--- config.mk ---
export PLATFORM = sky130hd
export DESIGN_NAME = store_trace_fifo_flat
export DESIGN_NICKNAME = d
export VERILOG_FILES = /design/src/rtl/store_trace_fifo_pkg.sv /design/src/rtl/store_trace_fifo_if.sv /design/src/rtl/store_trace_fifo_trace_fifo.sv /design/src/rtl/store_trace_fifo.sv /design/src/flat_wrapper.sv
export SDC_FILE = /design/constraint.sdc
export NUM_CORES = 1
export LEC_CHECK = 0
export ABC_CLOCK_PERIOD_IN_PS = 13400
export CAP_MARGIN = 25
export CORE_MARGIN = 5
export CORE_UTILIZATION = 55
export DETAILED_ROUTE_END_ITERATION = 8
export HOLD_SLACK_MARGIN = 0.03
export PLACE_DENSITY = 0.75
export SYNTH_ARGS = -nofsm -noshare
export SYNTH_HDL_FRONTEND = slang
export SYNTH_HIERARCHICAL = 1
export SYNTH_SLANG_ARGS = --single-unit
--- constraint.sdc ---
create_clock -name clk -period 13.4 [get_ports clk]
set_input_delay 2.01 -clock clk [delete_from_list [all_inputs] [get_ports clk]]
set_output_delay 2.01 -clock clk [all_outputs]
set_load 0.02 [all_outputs]
--- src/rtl/store_trace_fifo_pkg.sv ---
// Shared types for the RV32I store trace path.
// Build option: STORE_TRACE_FILTER_EN (address filter in store_trace_fifo).
package risc_v_trace_pkg;

  localparam int SEQ_W = 16;
  localparam int OVF_W = 16;

  // One captured store as held in the FIFO.
  typedef struct packed {
    logic [31:0]      addr;
    logic [31:0]      data;
    logic [SEQ_W-1:0] seq;
  } trace_entry_t;

  // Increment that sticks at all-ones instead of wrapping.
  function automatic logic [OVF_W-1:0] sat_inc(input logic [OVF_W-1:0] v);
    return (v == '1) ? v : v + 1'b1;
  endfunction

endpackage

--- src/rtl/store_trace_fifo_if.sv ---
// Store capture inputs and trace output stream of store_trace_fifo.
// master: the trace buffer itself; slave: the core/consumer side.
// Build option: STORE_TRACE_FILTER_EN (affects the design, not this bundle).
interface store_trace_fifo_if
  import risc_v_trace_pkg::*;
#(
  parameter int DEPTH = 8
) ();

  localparam int LVL_W = $clog2(DEPTH) + 1;

  logic             store_en;
  logic [31:0]      store_addr;
  logic [31:0]      store_data;
  logic             out_valid;
  logic             out_ready;
  logic [31:0]      out_addr;
  logic [31:0]      out_data;
  logic [SEQ_W-1:0] out_seq;
  logic [LVL_W-1:0] level;
  logic [OVF_W-1:0] overflow_count;

  modport master (
    input  store_en, store_addr, store_data, out_ready,
    output out_valid, out_addr, out_data, out_seq, level, overflow_count
  );

  modport slave (
    output store_en, store_addr, store_data, out_ready,
    input  out_valid, out_addr, out_data, out_seq, level, overflow_count
  );

endinterface

--- src/rtl/store_trace_fifo_trace_fifo.sv ---
// Generic first-word-fall-through FIFO of trace entries.
// Pointers carry one extra wrap bit so full and empty are distinguishable.
// Build option: STORE_TRACE_FILTER_EN has no effect here.
module trace_fifo
  import risc_v_trace_pkg::*;
#(
  parameter int DEPTH = 8
) (
  input  logic                   clk,
  input  logic                   reset,
  input  logic                   push,
  input  trace_entry_t           wr_entry,
  input  logic                   pop,
  output trace_entry_t           rd_entry,
  output logic                   full,
  output logic                   empty,
  output logic [$clog2(DEPTH):0] level
);

  localparam int AW = $clog2(DEPTH);

  logic [AW:0]  wr_ptr_reg;
  logic [AW:0]  rd_ptr_reg;
  trace_entry_t mem_reg [DEPTH];
  logic         do_push;
  logic         do_pop;

  assign empty = (wr_ptr_reg == rd_ptr_reg);
  assign full  = (wr_ptr_reg[AW-1:0] == rd_ptr_reg[AW-1:0]) &&
                 (wr_ptr_reg[AW] != rd_ptr_reg[AW]);

  // A pop frees the head slot in the same cycle, so a push into a full FIFO
  // is accepted when it coincides with a pop.
  assign do_pop  = pop && !empty;
  assign do_push = push && (!full || do_pop);

  // Wrap-bit arithmetic makes the difference the occupancy directly.
  assign level = wr_ptr_reg - rd_ptr_reg;

  // Head is presented combinationally; fields read zero while empty.
  assign rd_entry = empty ? '0 : mem_reg[rd_ptr_reg[AW-1:0]];

  // Pointer update on accepted push and pop.
  always_ff @(posedge clk or posedge reset) begin
    if (reset) begin
      wr_ptr_reg <= '0;
      rd_ptr_reg <= '0;
    end else begin
      if (do_push) wr_ptr_reg <= wr_ptr_reg + 1'b1;
      if (do_pop)  rd_ptr_reg <= rd_ptr_reg + 1'b1;
    end
  end

  // Entry storage; contents need no reset because empty masks the output.
  always_ff @(posedge clk) begin
    if (do_push) mem_reg[wr_ptr_reg[AW-1:0]] <= wr_entry;
  end

endmodule

--- src/rtl/store_trace_fifo.sv ---
// Captures core store transactions into a trace FIFO with sequence numbers
// and a saturating drop counter. The core never stalls: stores that find
// the FIFO full (with no pop in the same cycle) are dropped and counted.
// Build option: STORE_TRACE_FILTER_EN -- only stores to the word at
// MATCH_ADDR are captured; otherwise every store_en cycle is captured.
module store_trace_fifo
  import risc_v_trace_pkg::*;
#(
  parameter int          DEPTH      = 8,
  parameter logic [31:0] MATCH_ADDR = 32'd100
) (
  input  logic               clk,
  input  logic               reset,
  store_trace_fifo_if.master bus
);

  logic                   qualify;
  logic                   pop;
  logic                   drop;
  logic                   fifo_full;
  logic                   fifo_empty;
  logic [$clog2(DEPTH):0] fifo_level;
  logic [SEQ_W-1:0]       seq_reg;
  logic [OVF_W-1:0]       ovf_reg;
  trace_entry_t           wr_entry;
  trace_entry_t           rd_entry;

`ifdef STORE_TRACE_FILTER_EN
  assign qualify = bus.store_en && (bus.store_addr[31:2] == MATCH_ADDR[31:2]);
`else
  logic match_addr_unused;
  assign match_addr_unused = ^MATCH_ADDR;
  assign qualify = bus.store_en;
`endif

  assign pop  = bus.out_ready && !fifo_empty;
  assign drop = qualify && fifo_full && !pop;

  // Entry carries the sequence count before this store's increment.
  assign wr_entry = '{addr: bus.store_addr, data: bus.store_data, seq: seq_reg};

  trace_fifo #(
    .DEPTH (DEPTH)
  ) u_fifo (
    .clk      (clk),
    .reset    (reset),
    .push     (qualify),
    .wr_entry (wr_entry),
    .pop      (pop),
    .rd_entry (rd_entry),
    .full     (fifo_full),
    .empty    (fifo_empty),
    .level    (fifo_level)
  );

  // Sequence advances on every qualifying store, dropped or not, so the
  // consumer sees a gap whenever something was lost.
  always_ff @(posedge clk or posedge reset) begin
    if (reset) begin
      seq_reg <= '0;
    end else if (qualify) begin
      seq_reg <= seq_reg + 1'b1;
    end
  end

  // Drop counter holds at all-ones once saturated.
  always_ff @(posedge clk or posedge reset) begin
    if (reset) begin
      ovf_reg <= '0;
    end else if (drop) begin
      ovf_reg <= sat_inc(ovf_reg);
    end
  end

  assign bus.out_valid      = !fifo_empty;
  assign bus.out_addr       = rd_entry.addr;
  assign bus.out_data       = rd_entry.data;
  assign bus.out_seq        = rd_entry.seq;
  assign bus.level          = fifo_level;
  assign bus.overflow_count = ovf_reg;

endmodule

--- src/flat_wrapper.sv ---
// flat-port wrapper written by rule: the top's interface ports become plain ports
module store_trace_fifo_flat import risc_v_trace_pkg::*;
#(
  parameter int          DEPTH      = 8,
  parameter logic [31:0] MATCH_ADDR = 32'd100
)
  (clk, reset, bus_store_en, bus_store_addr, bus_store_data, bus_out_ready, bus_out_valid, bus_out_addr, bus_out_data, bus_out_seq, bus_level, bus_overflow_count);
  store_trace_fifo_if #(.DEPTH(DEPTH)) bus_i ();
  input  logic clk;
  input  logic reset;
  input wire logic [$bits(bus_i.store_en)-1:0] bus_store_en;
  input wire logic [$bits(bus_i.store_addr)-1:0] bus_store_addr;
  input wire logic [$bits(bus_i.store_data)-1:0] bus_store_data;
  input wire logic [$bits(bus_i.out_ready)-1:0] bus_out_ready;
  output wire logic [$bits(bus_i.out_valid)-1:0] bus_out_valid;
  output wire logic [$bits(bus_i.out_addr)-1:0] bus_out_addr;
  output wire logic [$bits(bus_i.out_data)-1:0] bus_out_data;
  output wire logic [$bits(bus_i.out_seq)-1:0] bus_out_seq;
  output wire logic [$bits(bus_i.level)-1:0] bus_level;
  output wire logic [$bits(bus_i.overflow_count)-1:0] bus_overflow_count;
  assign bus_i.store_en = bus_store_en;
  assign bus_i.store_addr = bus_store_addr;
  assign bus_i.store_data = bus_store_data;
  assign bus_i.out_ready = bus_out_ready;
  assign bus_out_valid = bus_i.out_valid;
  assign bus_out_addr = bus_i.out_addr;
  assign bus_out_data = bus_i.out_data;
  assign bus_out_seq = bus_i.out_seq;
  assign bus_level = bus_i.level;
  assign bus_overflow_count = bus_i.overflow_count;
  store_trace_fifo #(.DEPTH(DEPTH), .MATCH_ADDR(MATCH_ADDR)) u_core (.clk(clk), .reset(reset), .bus(bus_i));
endmodule
Yosys cells after proc, flatten, opt, wreduce, memory -nomap -nowiden
Memories as Yosys holds them, arrays and structs flattened.
Index checks and enable logic that the tools add are counted.
Cells by class
  equal/unequal tests: 4
  $add $sub $neg: 5
  mux-type cells: 3
  bitwise logic cells: 1
  reductions and logical operators: 11
Operator list (number)
  80-bit two-way mux: 1
  16-bit by 1-bit adder with 16-bit output, second input constant: 2
  16-bit == test, second input constant: 1
  4-bit by 1-bit adder with 4-bit output, second input constant: 2
  1-bit logical AND: 6
  4-bit == test: 1
  4-bit subtractor: 1
  3-bit == test: 1
  1-bit zero test: 3
  1-bit two-way mux: 2
  2-bit AND reduction: 1
  1-bit logical OR: 1
  1-bit inequality test: 1
  1-bit inverter: 1
Storage, ports and cells
  memories kept: 1
  output and inout bits: 101
  word-level logic and storage cells: 29
  memory bits (writable): 640
  flip-flop bits (word level): 40
  input bits: 68
Memory list
  u_core.u_fifo.mem_reg: depth 8, bits a word 80, read ports 1, clocked after Yosys merged registers in 0, wr ports 1, RTL line store_trace_fifo_trace_fifo.sv:24  | trace_entry_t mem_reg [DEPTH];

Depth between registers and ports, before layout
Gate-level depths: netlist of run 1.
  depth after elaboration: 8
  gate-level depth with buffers: 12
  gate-level depth less buffers: 9

Cells and area by module
Netlist of run 1, hierarchy kept.
By module, submodules not included
  trace_fifo: cells an instance 994, times used 1, sequential area each 19418.6 um^2, area an instance 24596.1 um^2
  store_trace_fifo: cells an instance 135, times used 1, sequential area each 800.8 um^2, area an instance 1524.0 um^2

Least setup slack after synthesis of run 1
No wires, ideal clock.
  path kind: input -> register
  start point: input bus_out_ready
  end point: memory u_core/u_fifo/mem_reg[1][0] (netlist name), enable pin
  required time: 12685 ps
  arrival time: 9995 ps
  stages on the path: 3
  path buffers: 0
  library setup time: 715 ps
  setup slack: 2690 ps
  cell sequence: nor2b_2 > nor3_1 > nor4_1
Between the ends
  cells in the longest elaborated chain, start to end: 6
RTL lines
  start: declaration: RTL line flat_wrapper.sv:14  | input wire logic [$bits(bus_i.out_ready)-1:0] bus_out_ready;
  1-bit logical AND: RTL line store_trace_fifo.sv:36  | assign pop = bus.out_ready && !fifo_empty;
  1-bit logical AND: RTL line store_trace_fifo_trace_fifo.sv:34  | assign do_pop = pop && !empty;
  1-bit logical OR: RTL line store_trace_fifo_trace_fifo.sv:35  | assign do_push = push && (!full || do_pop);
  1-bit logical AND: RTL line store_trace_fifo_trace_fifo.sv:35
  1-bit two-way mux: RTL line store_trace_fifo_trace_fifo.sv:56  | if (do_push) mem_reg[wr_ptr_reg[AW-1:0]] <= wr_entry;
  1-bit two-way mux (not written as such): RTL line store_trace_fifo_trace_fifo.sv:56
  end: declaration: RTL line store_trace_fifo_trace_fifo.sv:24
No other way between the ends.

Worst setup path in the final report of run 1
  start point: register u_core.u_fifo.rd_ptr_reg[0]
  end point: output bus_out_data[23]
Between the ends
  cells in the longest elaborated chain, start to end: 2
  elaborated cells between the ends (all ways): 3
  classes of those cells: eq/ne (1); mux (1); memory (1)
RTL lines
  start: declaration: RTL line store_trace_fifo_trace_fifo.sv:23  | logic [AW:0] rd_ptr_reg;
  start signal: assignment: RTL line store_trace_fifo_trace_fifo.sv:50  | if (do_pop) rd_ptr_reg <= rd_ptr_reg + 1'b1;
  memory 8 x 80 bit / 4-bit == test (equally long branches)
  80-bit two-way mux (*): RTL line store_trace_fifo_trace_fifo.sv:41  | assign rd_entry = empty ? '0 : mem_reg[rd_ptr_reg[AW-1:0]];
  end: declaration: RTL line flat_wrapper.sv:17  | output wire logic [$bits(bus_i.out_data)-1:0] bus_out_data;
Every way passes the cells marked *; elsewhere a longest branch is shown, timed or not.

==> impl_results.md, run 1 <==
- Worst skew pair latency: 0.59 ns
- Mapped Nets: 1205
- Synthesized instance count: 1129
- Total Power: 7.48 mW
- PD cells: 243 mW/mm2
- Pre-CTS WS: 7.31 ns
- Total congestion overflow: 0
- Starting Density: 0.559
- Async SR Flop Fraction: 0.0588
- Most common cell after layout, fill and taps aside: edfxtp_1
- Leak Pwr: 10.2 nW
- Vias in the first global route: 12.8k
- Die Area: 0.0519 mm2
- Row count: 79
- Fin. max-slew vios: 0
- Tot GR Track Use: 0.198
- Die W: 228 um
- EDFF count, synth: 640
- Initial antenna violation count: 2
- 1st-pass router iterations: 5
- Clock skew: 0.0180 ns
- CTS HTree Levels: 3
- Worst EP required: 11.39 ns
- Post-CTS setup repair buffer count: 0
- TNS Setup: 0 ns
- Worst Setup Start Kind: register
- Share of the synthesized area in the top cell type: 0.736
- Kind of critical path: register to primary output
- VDD IR-drop max: 0.157 mV
- Die Span Y: 228 um
- Minimum clock period after layout: 6.39 ns
- Slew @ Worst Pin: 1.03 ns
- Largest net degree at the start of global routing: 70
- Placement-stage cell area: 0.0284 mm2
- # clock sinks: 680
- Hold-fix buffers, CTS: 0
- Crit end category: primary output
- Port Buf Inserts: 168
- Vias/cell: 6.05
- Final setup margin: 7.01 ns
- First-pass GRT wire length: 79.0 mm
- Fin nets: 1417
- Synth-to-layout area growth: 18.0%
- Area contributors post-synth: edfxtp_1 (74%), mux4_2 (12%), dfrtp_1 (3.8%)
- Max_cap viols: 0
- Max reg flops: 640
- Mapped cell area: 0.0261 mm2
- Synth area leader: edfxtp_1
- Arrival time at the worst endpoint: 4.38 ns
- Routed WL per cell: 25.7 um
- RSZ-0062 raised after global routing: no
- Most frequent cells in the layout: edfxtp_1 (640), clkdlybuf4s50_1 (168), mux4_2 (143), a22o_1 (80), clkbuf_16 (73)
- Vias: 12.1k
- Flops & latches, synth: 680
- IO Pins: 169
- Synth warn: 6
- Post-DP HPWL: 27.0 mm
- Sequential cell area: 0.0202 mm2
- Clock Tree Root: clkbuf_16
- CTS buffer count: 69
- Crit-path max FO: 39
- Layout filler cell count: 2984
- # resized after CTS: 0
- Share of layout cells above drive strength 1: 0.214
- Status: finished clean
- Synth cell types: 43
- Clock-pin slew on the worst setup and hold paths: 0.06 ns
- Final Setup Violations: 0
- Maximum clock rate: 0.156 GHz
- Synth Flop Type: edfxtp_1
- 1st-iter DRT viols: 867
- Post-Route WL: 51.4 mm
- Seq/Total Area, Yosys: 0.774
- Fin area: 0.0308 mm2
- Type of the most critical hold path: register to register
- CTS tree: yes
- Hold Violations, Final: 0
- Fin crit share: 0.477
- Area of the multi-input gates: 0.00545 mm2
- Drc violations: 0
- Max Root-Sink Buffers: 3
- Syn Area/Cell: 23.1 um2
- Rel. slew slack: 0.307
- GPL Wtd Cong: 0.751
- CORE AREA: 0.0468 mm2
- Post-route ant nets: 0
stage by stage:
step	utilization	hold slack (ns)	instances
2_1_floorplan	-	0.492	1129
3_3_place_gp	0.606	0.485	1874
3_5_place_dp	0.607	0.491	1876
4_1_cts	0.658	0.499	2000
5_1_grt	0.659	0.517	2003
6_report	0.659	0.499	2003
layer usage:
layer,vias to the layer above,wire (um),global-route usage
li1,5227,-,-
met1,6451,21000,0.274
met2,357,26200,0.325
met3,80,2900,0.0441
met4,0,1260,0.0567
met5,-,0,0
area by class of cell:
class,count,share of cell area
clock inverter,36,0.0156
clock buffer,88,0.0618
timing repair buffer,195,0.0631
sequential,680,0.656
antenna,2,0.000162
tap,607,0.0246
multi-input combinational,382,0.177
inverter,13,0.00158
critical path, cell delays in order (launching register included):
cell	delay (ns)
dfrtp_4	0.79
buf_4	0.71
buf_4	0.51
buf_16	0.30
mux4_1	0.59
a22o_1	0.28
clkdlybuf4s50_1	0.55
cells in the mapped netlist, types with 6 or more instances:
cell type	count
inv_1	12
xor2_1	8
edfxtp_1	640
clkbuf_1	9
xnor2_1	28
nand2_1	14
a22o_1	80
mux4_1	17
ha_1	7
buf_4	17
buf_2	17
mux4_2	143
buf_12	9
nor3_1	6
nand4_1	12
nor2_1	11
dfrtp_1	40
nand3_1	17
cells by family after synthesis:
logic type	Yosys count	synth area share
AOI/OAI and AO/OA	85	0.0280
buffers and inverters	67	0.0191
muxes	165	0.143
DFF	680	0.774
and+or+nand+nor	87	0.0194
adders and majority gates	8	0.00412
xor gates and xnor gates	37	0.0127
path summary, 6_finish.rpt:
path                       cells after the start                          from                           end  slack (ns)
max in group asynchronous                      3                         reset            u_core/seq_reg[13]       11.19
min in group asynchronous                      2                         reset   u_core/u_fifo/rd_ptr_reg[3]        1.74
max                                            6   u_core/u_fifo/rd_ptr_reg[0]              bus_out_data[23]        7.01
min reg2reg                                    1  u_core/bus.overflow_count[7]  u_core/bus.overflow_count[7]        0.50
max reg2reg                                    9   u_core/u_fifo/rd_ptr_reg[0]  u_core/u_fifo/mem_reg[5][68]        8.80
min                                            1  u_core/bus.overflow_count[7]  u_core/bus.overflow_count[7]        0.50
power breakdown:
part	total, mW	internal (mW)	switching (mW)
combinational	2.63	1.24	1.39
clock	2.00	1.24	0.763
sequential	2.85	2.70	0.153
total	7.48	5.17	2.30
Note: power is estimated with default switching activity, not from simulation.
==> inputs of run 2 (changes only) <==
--- a/config.mk
+++ b/config.mk
@@ -5,10 +5,10 @@
 export SDC_FILE = /design/constraint.sdc
 export NUM_CORES = 1
 export LEC_CHECK = 0
-export ABC_CLOCK_PERIOD_IN_PS = 13400
+export ABC_CLOCK_PERIOD_IN_PS = 5400
 export CAP_MARGIN = 25
 export CORE_MARGIN = 5
-export CORE_UTILIZATION = 55
+export CORE_UTILIZATION = 53
 export DETAILED_ROUTE_END_ITERATION = 8
 export HOLD_SLACK_MARGIN = 0.03
 export PLACE_DENSITY = 0.75
==> constraint.sdc (replaced) <==
create_clock -name clk -period 5.4 [get_ports clk]
set_input_delay 0.81 -clock clk [delete_from_list [all_inputs] [get_ports clk]]
set_output_delay 0.81 -clock clk [all_outputs]
set_load 0.02 [all_outputs]
==> impl_results.md, run 2 (same netlist as run 1, synthesis figures left out) <==
- Placed Instances: 1935 (+3.1%)
- Layout filler cell count: 3307 (+11%)
- Crit-path max FO: 33 (-15%)
- Vias in the first global route: 13.0k (+1.2%)
- Min-Delay Startpoint: u_core/bus.overflow_count[7]
- Die Span Y: 232 um (+1.8%)
- Worst EP required: 4.59 ns (-6.80 ns)
- Worst Setup Start Kind: register
- Final Setup Violations: 0 (unchanged)
- Worst R2R End: u_core/u_fifo/mem_reg[3][35]
- Maximum clock rate: 0.209 GHz
- Arrival time at the worst endpoint: 3.98 ns (-0.40 ns)
- Status: finished clean
- Total Power: 18.3 mW (+140%)
- Comb power frac: 0.364 (+0.012)
- Post-route ant nets: 0 (unchanged)
- Largest net degree at the start of global routing: 165 (+140%)
- Tot GR Track Use: 0.196 (-0.00242)
- Post-CTS setup repair buffer count: 0 (unchanged)
- Met2 wire len: 26.3 mm (+0.36%)
- Most frequent cells in the layout: edfxtp_1 (640), clkdlybuf4s50_1 (168), mux4_2 (143), a22o_1 (80), clkbuf_16 (72)
- Final core occ: 0.631 (-0.0286)
- Routed WL per cell: 25.1 um (-2.3%)
- Share of layout cells above drive strength 1: 0.211 (-0.00332)
- Switching share of power: 0.314 (+0.00596)
- Fin. max-slew vios: 0 (unchanged)
- R2r startpoint: u_core/u_fifo/wr_ptr_reg[0]
- WL met1: 20.9 mm (-0.41%)
- Crit end category: primary output
- Post-Route WL: 51.7 mm (+0.54%)
- Fin area: 0.0308 mm2 (about the same)
- Flop-to-flop setup slack: 1.48 ns (-7.32 ns)
- 1st-pass router iterations: 4 (-1)
- R2r worst-path depth: 10 (+1)
- Clock Tree Root: clkbuf_16
- VDD IR-drop max: 0.475 mV (+200%)
- Worst skew pair latency: 0.59 ns (about the same)
- Fin crit share: 0.888
- Clock-pin slew on the worst setup and hold paths: 0.06 ns (about the same)
- Vias: 12.1k (-0.14%)
- # clock sinks: 680 (unchanged)
- Finished Layout Cells: 2062 (+2.9%)
- Final setup margin: 0.606 ns (-6.40 ns)
- Max Root-Sink Buffers: 3 (unchanged)
- Slew @ Worst Pin: 1.17 ns (+0.140 ns)
- Fin nets: 1418 (+0.071%)
- Area of the multi-input gates: 0.00549 mm2 (+0.78%)
- Sequential Power Share: 0.382 (about the same)
- CTS tree: yes
- Vias/cell: 5.87 (-3.0%)
- Max reg flops: 640 (unchanged)
- Max_cap viols: 0 (unchanged)
- IO Pins: 169 (unchanged)
- Hold-fix buffers, CTS: 0 (unchanged)
- Sequential cell area: 0.0202 mm2 (unchanged)
- Internal power: 12.5 mW (+140%)
- # resized after CTS: 0 (unchanged)
- Initial antenna violation count: 2 (unchanged)
- Port Buf Inserts: 168 (unchanged)
- Die Area: 0.0538 mm2 (+3.6%)
- Most common cell after layout, fill and taps aside: edfxtp_1
- Psw: 5.73 mW (+150%)
- RSZ-0062 raised after global routing: no
- Clock skew: 0.0183 ns (+0.000327 ns)
- Worst hold path stage count: 1 (unchanged)
- Kind of critical path: register to primary output
- Pre-CTS WS: 1.26 ns (-6.04 ns)
- Die W: 232 um (+1.8%)
- PD cells: 593 mW/mm2 (+140%)
- Worst hold endpoint: u_core/bus.overflow_count[7]
- First-pass GRT wire length: 79.3 mm (+0.33%)
- Post-DP HPWL: 27.6 mm (+2.0%)
- CTS buffer count: 69 (unchanged)
- Type of the most critical hold path: register to register
- Rel. slew slack: 0.219 (-0.0872)
- CTS HTree Levels: 3 (unchanged)
- Power share of the clock group: 0.253 (-0.014)
- Row count: 81 (+2.5%)
- Leak Pwr: 10.1 nW (-0.62%)
- Minimum clock period after layout: 4.79 ns
- Total congestion overflow: 0 (unchanged)
- Top routing layer used: met5
- Synth-to-layout area growth: 17.9% (about the same)
- GPL Wtd Cong: 0.779 (+3.6%)
- Met3 wire length: 3.27 mm (+13%)
- Hold Violations, Final: 0 (unchanged)
- Starting Density: 0.535 (-0.0240)
- 1st-iter DRT viols: 982 (+13%)
- Drc violations: 0 (unchanged)
- Placement-stage cell area: 0.0286 mm2 (+0.61%)
- CORE AREA: 0.0488 mm2 (+4.5%)
run 2: metal layers:
metal,vias to the layer above,GRT usage
li1,5233,-
met1,6395,0.267
met2,387,0.324
met3,81,0.0411
met4,2,0.0596
met5,-,0
run 2: power groups by stage:
stage          Combinational (mW)  Clock (mW)  Sequential [mW]
3_5_place_dp                 6.71           0             7.08
2_1_floorplan                4.31           0             7.04
5_1_grt                      7.05        4.97             7.05
6_report                     6.65        4.62             6.98
4_1_cts                      6.77        4.73             6.99
3_3_place_gp                 6.69           0             7.02
run 2: area by class of cell:
class,instances,area share
Clock buffer,87,0.0606
Tap cell,664,0.0270
Antenna cell,1,0.0000812
Clock inverter,39,0.0115
Timing Repair Buffer,196,0.0642
Multi-Input combinational cell,382,0.178
Inverter,13,0.00158
Sequential cell,680,0.657
run 2: through the flow:
| step | hold WS [ns] | TNS, ns |
|---|---|---|
| final | 0.495 | 0 |
| after floorplan | 0.492 | -329.80 |
| after global placement | 0.490 | 0 |
| after CTS | 0.493 | 0 |
| after detailed placement | 0.487 | 0 |
| after global routing | 0.525 | 0 |
run 2: critical path, cell delays in order (launching register included):
cell and delay, ns:
dfrtp_1 0.54, inv_1 0.13, ha_1 0.35, nand3_1 0.19, nand2b_1 0.19, inv_2 0.11, nor2_4 0.48, buf_4 0.49
a22o_1 0.22, clkdlybuf4s50_1 0.63
run 2: worst max-delay path by stage:
stage                           startpoint                           to
2_1_floorplan  u_core/u_fifo/rd_ptr_reg[1]  u_core/u_fifo/mem_reg[2][0]
5_1_grt        u_core/u_fifo/wr_ptr_reg[2]               bus_out_seq[1]
6_report       u_core/u_fifo/wr_ptr_reg[0]              bus_out_data[4]
4_1_cts        u_core/u_fifo/wr_ptr_reg[2]               bus_out_seq[1]
3_3_place_gp   u_core/u_fifo/wr_ptr_reg[2]               bus_out_seq[1]
3_5_place_dp   u_core/u_fifo/wr_ptr_reg[2]               bus_out_seq[1]
